**src/rtl/mte_receiver.sv**
```systemverilog
// MAC-then-encrypt receive path: decrypts a framed ciphertext stream, recomputes
// the MAC, and releases the buffered plaintext only when the received tag matches.
module mte_receiver #(
  parameter int N         = 8,
  parameter int FRAME_LEN = 4,
  parameter int CW        = $clog2(FRAME_LEN + 1)
) (
  input  logic         clock,
  input  logic         reset_n,
  input  logic [N-1:0] key,
  input  logic [N-1:0] in_data,
  input  logic         in_valid,
  output logic         in_ready,
  output logic [N-1:0] out_data,
  output logic         out_valid,
  input  logic         out_ready,
  output logic         out_last,
  output logic         valid_key,
  output logic         auth_fail,
  output logic [1:0]   state_dbg
);

  // Handshake: a word moves on a port only in a cycle where valid && ready are
  // both high at posedge; the source holds data stable until that happens.

  localparam logic [1:0] RECV    = 2'd0;
  localparam logic [1:0] CHECK   = 2'd1;
  localparam logic [1:0] RELEASE = 2'd2;

  localparam int AW = (FRAME_LEN > 1) ? $clog2(FRAME_LEN) : 1;
  localparam logic [CW-1:0] TAG_IDX  = CW'(FRAME_LEN);
  localparam logic [CW-1:0] LAST_IDX = CW'(FRAME_LEN - 1);

  logic [1:0]    state;
  logic [CW-1:0] idx;
  logic [CW-1:0] rd;
  logic [N-1:0]  mac;
  logic [N-1:0]  key_q;
  logic [N-1:0]  tag_q;
  logic [N-1:0]  buf_mem [0:(1<<AW)-1];

  logic          in_fire;
  logic          out_fire;
  logic          first_word;
  logic [N-1:0]  k_cur;
  logic [N-1:0]  m_cur;
  logic [N-1:0]  plain;
  logic [N-1:0]  mac_next;

  assign in_ready  = (state == RECV) && reset_n;
  assign out_valid = (state == RELEASE);
  assign out_last  = (state == RELEASE) && (rd == LAST_IDX);
  assign out_data  = (state == RELEASE) ? buf_mem[rd[AW-1:0]] : '0;
  assign state_dbg = state;

  assign in_fire    = in_valid && in_ready;
  assign out_fire   = out_valid && out_ready;
  assign first_word = (idx == '0);

  // Word 0 uses the live key/seed; key_q is only valid from word 1 on.
  assign k_cur    = first_word ? key : key_q;
  assign m_cur    = first_word ? key : mac;
  assign plain    = in_data ^ k_cur ^ N'(idx);
  assign mac_next = {m_cur[N-2:0], m_cur[N-1]} ^ plain;

  // Plaintext buffer has no reset; contents are meaningless until written.
  always_ff @(posedge clock) begin
    if (state == RECV && in_fire && idx != TAG_IDX) begin
      buf_mem[idx[AW-1:0]] <= plain;
    end
  end

  always_ff @(posedge clock) begin
    if (!reset_n) begin
      state     <= RECV;
      idx       <= '0;
      rd        <= '0;
      mac       <= '0;
      key_q     <= '0;
      tag_q     <= '0;
      valid_key <= 1'b0;
      auth_fail <= 1'b0;
    end else begin
      auth_fail <= 1'b0;
      case (state)
        RECV: begin
          if (in_fire) begin
            if (idx == TAG_IDX) begin
              tag_q <= in_data ^ key_q;
              idx   <= '0;
              state <= CHECK;
            end else begin
              if (first_word) begin
                key_q <= key;
              end
              mac <= mac_next;
              idx <= idx + 1'b1;
            end
          end
        end
        CHECK: begin
          if (mac == tag_q) begin
            valid_key <= 1'b1;
            rd        <= '0;
            state     <= RELEASE;
          end else begin
            valid_key <= 1'b0;
            auth_fail <= 1'b1;
            state     <= RECV;
          end
        end
        RELEASE: begin
          if (out_fire) begin
            if (rd == LAST_IDX) begin
              rd    <= '0;
              state <= RECV;
            end else begin
              rd <= rd + 1'b1;
            end
          end
        end
        default: begin
          state <= RECV;
        end
      endcase
    end
  end

endmodule

```
**config.mk**
```make
export PLATFORM = sky130hd
export DESIGN_NAME = mte_receiver
export DESIGN_NICKNAME = d
export VERILOG_FILES = /design/src/rtl/mte_receiver.sv
export SDC_FILE = /design/constraint.sdc
export NUM_CORES = 1
export LEC_CHECK = 0
export CORE_MARGIN = 2
export CORE_UTILIZATION = 61
export CTS_CLUSTER_SIZE = 16
export DETAILED_ROUTE_END_ITERATION = 10
export MAX_ROUTING_LAYER = met4
export PLACE_DENSITY = 0.9
export SLEW_MARGIN = 10
export SYNTH_ARGS = -nofsm -noshare
export SYNTH_HDL_FRONTEND = slang
export SYNTH_SLANG_ARGS = --single-unit
```
**constraint.sdc**
```tcl
create_clock -name clock -period 3.75 [get_ports clock]
set_input_delay 0.75 -clock clock [delete_from_list [all_inputs] [get_ports clock]]
set_output_delay 0.75 -clock clock [all_outputs]
set_load 0.05 [all_outputs]
```
Word level (Yosys, flattened, before mapping)
Memories as Yosys holds them, arrays and structs flattened. A register that Yosys moved wholly into a read port is not among the register bits.
Index checks and enable logic that the tools add are counted.
{ "classes": {"addsub": 2, "n_eq_ne": 11, "mux": 20, "bitwise_logic": 5, "reduce_logical": 15} }
{ "ops": {"columns": ["op", "count"], "rows": [
  ["$mux 8", 3],
  ["$xor 8x8->8", 3],
  ["$mux 2", 7],
  ["$mux 3", 4],
  ["$reduce_and 3->1", 3],
  ["$eq 8x8->1", 1],
  ["$xor 8x3->8", 1],
  ["$add 3x1->3 const B", 2],
  ["$logic_and 1x1->1", 6],
  ["$ne 2x1->1 const B", 3],
  ["$pmux 2 s3", 1],
  ["$pmux 3 s2", 1],
  ["$mux 1", 4],
  ["$ne 2x2->1 const B", 2],
  ["$reduce_and 2->1", 2],
  ["$reduce_and 4->1", 1],
  ["$eq 3x2->1 const B", 1],
  ["$eq 3x3->1 const B", 1],
  ["$logic_not 3->1", 1],
  ["$ne 3x3->1 const B", 1],
  ["$eq 2x1->1 const B", 1],
  ["$eq 2x2->1 const B", 1],
  ["$logic_not 2->1", 1],
  ["$reduce_bool 2->1", 1],
  ["$not 1->1", 1]
]} }
{ "word_totals": {"ff_bits": 34, "mem_bits_rw": 32, "input_bits": 20, "out_inout_bits": 15, "mem_count": 1} }
{ "mem_list": {"columns": ["memory", "depth", "word_bits", "read_ports", "rd_ports_with_merged_regs", "write_ports", "line_no", "text"], "rows": [
  ["buf_mem", 4, 8, 1, 1, 1, "40", "logic [N-1:0] buf_mem [0:(1<<AW)-1];"]
]} }

Longest topological paths before layout
{ "depth": {"word_depth": 7, "depth_mapped": 8} }

Worst setup path before layout
OpenSTA, ideal clock, no wires.
{ "synth_path": {"kind": "input-to-output", "from": "in reset_n", "to": "out in_ready", "arrival_ns": 2.188, "required_ns": 3.000, "slack_ns": 0.812, "stages": 2, "path_cell_list": "clkbuf_1 -> nor3b_1"} }
{ "synth_via": {"elab_chain_len": 1} }
{ "synth_lines": {"columns": ["item", "line_no", "text"], "rows": [
  ["start, declared", "9", "input logic reset_n,"],
  ["$logic_and 1x1->1", "50", "assign in_ready = (state == RECV) && reset_n;"],
  ["end, declared", "13", "output logic in_ready,"]
]} }
Every way passes these cells.

==> flow_summary.ini <==
[synthesis]
avgSynthCellArea_sq_um = 12.2
synth_seq_cells = 68
yosys_warnings = 0
synth-main-ff-cell = dfxtp_1
yosysTopAreaCellShare_pct = 29.0
syn_nets = 297
syn_area_sq_um = 3320
netlist_instances = 272
yosys.area.top_type = edfxtp_1
async_reset_ff_share_pct = 0
ys_seq_area_share_pct = 50.7
synthDistinctLibCells = 37
synth_edf_count = 32
synth.area.top_cells = edfxtp_1 29%, dfxtp_1 22%, xnor2_1 7.9%

[sta]
setup_tns_ns = 0
fmax_ghz = 0.315
fin_ws_ns = 0.572
tightest_slew_ns = 0.641
rsz0062_at_grt = false
period_needed_ns = 3.18
post-route-period-util_pct = 84.7
finalHoldViolCount = 0
max_slew_margin_pct = 57.3
hold_ws_ns = 0.482
drv_slew = 0
fin_worst_skew_ns = 0.0100
finalSetupViolations = 0

[clocking]
cts_made_buffers = 9
cts_setup_buffers = 0
cts_resized = 0
clkSinkCount = 68
root_buffer = clkbuf_8
cts_buffer_depth = 2
htreeDepth = 3
postCtsHoldBufs = 0
path_clk_slew_ns = 0.07
clk_latency_ns = 0.35
cts_tree = built

[layout]
layout.nets = 330
antenna_cells = 0
final_layout_size_suffix_gt1_share_pct = 9.03
nFillCells = 336
fin_cells = 380
seq_area_sq_um = 1680
area_growth_pct = 16.6
multi_input_area_sq_um = 1540

[route]
wirelength_microns = 5920
ant_nets = 0
dr.pass1.iters = 5
wl_per_cell_microns = 15.6
num_vias = 2136
drtIter0Drc = 150
drc = 0
via_per_inst = 5.62

[placement]
dp.cells = 364
place_ws_ns = 0.851
dp_hpwl_microns = 4210
portBuffers = 34
place.gp.congestion = 0.787

[floorplan]
die_w_microns = 77.7
num_io_pins = 35
core_area_sq_um = 5170
dieArea_sq_um = 6040
initial_core_util_pct = 64.1
row_count = 26
die_y_microns = 77.7

[worst_setup_path]
critPathTopFamily = buffers and inverters
cp-start-kind = flop
worstPathMaxFanout = 8
end_kind = output pin
max_stage_delay_ns = 0.69
crit_type = flop to output pin
cp_cell_sequence = mux4_2 > and2_1 > clkdlybuf4s50_1
r2r_slack_ns = 1.21
crit_arrival_ns = 2.43
critPathBufInv = 1
crit_path_top_delay_cell = clkdlybuf4s50_1
crit_required_ns = 3.00

[global_route]
grt-ovfl-total = 0
grt_pass1_wl_microns = 10200
grt_usage_pct = 22.9
grt_antenna_before_repair = 0
first_global_vias = 2164
grt_max_degree = 30

[worst_hold_path]
hold_class = flop to flop

[flow_run]
maxCapViolCount = 0

[power]
irDropWorstVdd_v = 0.000247
cellLeakagePower_nw = 1.57
power.density_nw_per_um2 = 408

[outcome]
status = complete, no violations
## layout make-up
type                    instances  share of cell area [%]
multi-input cells             185                    39.8
well taps                      70                    2.27
clock buffers                  12                    3.76
inverters                       4                   0.388
flip-flops and latches         68                    43.5
clock inverters                 4                   0.647
repair buffers                 37                    9.65
## cell usage in the layout, fill, tap and decap left out, drive strengths merged
cell type,n
a41o,5
and2,13
ha,5
nor4,2
and4bb,1
dfxtp,36
and3b,3
nor3,3
mux2,1
inv,4
and2b,1
clkdlybuf4s50,33
nor2,3
o21ai,11
nand4bb,1
mux2i,18
buf,4
clkbuf,12
nand3,2
nand2,20
mux4,8
and3,1
o211a,9
a21oi,15
xnor2,30
xor2,10
a21boi,3
xnor3,2
nor3b,1
clkinvlp,1
nor4b,2
nor2b,10
clkinv,3
nand3b,1
nand2b,4
edfxtp,32
## kinds of logic after synthesis
logic type,synth area share (%)
buffers and inverters,2.91
AOI/OAI and AO/OA,9.51
adders and majority gates,1.89
DFF,50.7
muxes,11.3
xor gates and xnor gates,11.9
and+or+nand+nor,11.7
## per-stage QoR
step           area [sq um]  util, %  power (W)
5_1_grt                3860     74.7    0.00163
6_report               3860     74.7    0.00158
3_3_place_gp           3690     71.4    0.00106
4_1_cts                3860     74.7    0.00158
3_5_place_dp           3690     71.4    0.00107
2_1_floorplan          3320        -    0.00100
## path summary, 6_finish.rpt
kind	start	to	cells past startpoint
setup / recovery	flop	out_data[0]	3
hold / removal	valid_key	valid_key	2
setup reg to reg	idx[0]	buf_mem[0][2]	5
hold reg to reg	valid_key	valid_key	2
## cells in the mapped netlist, types with 2 or more instances
cell type / n
o21ai_0: 11
nand2_1: 20
buf_6: 2
xnor2_1: 30
clkbuf_1: 6
nor2b_1: 10
nand3_1: 2
a21boi_0: 3
a41o_1: 5
mux2i_1: 18
xnor3_1: 2
edfxtp_1: 32
a21oi_1: 13
o211a_1: 9
nor4_1: 2
and3b_1: 3
xor2_1: 10
nor2_1: 3
and2_1: 13
mux4_2: 8
dfxtp_1: 36
nor3_1: 3
nor4b_1: 2
buf_2: 5
a21oi_4: 2
inv_1: 4
nand2b_1: 4
ha_1: 5
## per-layer routing
layer / vias to the layer above / routed length (microns) / part of all wire, % / global-route usage, %
met5: - / 0 / 0 / -
li1: 1037 / - / - / -
met3: 13 / 231 / 3.9 / 5.00
met4: 0 / 150 / 2.5 / 12.3
met1: 1041 / 2580 / 44 / 26.6
met2: 45 / 2960 / 50 / 37.2
## where the power goes
group | switching (W) | internal (W) | total (W) | leakage (nW)
logic | 0.000109 | 0.000109 | 0.000218 | 0.903
registers | 0.0000186 | 0.000814 | 0.000833 | 0.583
clock network | 0.000270 | 0.000256 | 0.000526 | 0.0840
total | 0.000398 | 0.00118 | 0.00158 | 1.57
## worst register-to-register path, stage by stage, from the launching register on
cell and delay [ns]:
dfxtp_1 0.43, inv_1 0.12, ha_1 0.34, nand2b_1 0.42, nand2b_1 0.59, inv_1 0.34
## flip-flops by register name, summed over array words and instances, names as in the netlist, named ones only
name	cells
buf_mem	32
valid_key	1
tag_q	8
key_q	8
auth_fail	1
rd	3
idx	3
state_dbg	2
mac	8
No activity file was read; power rests on OpenSTA's default activity.
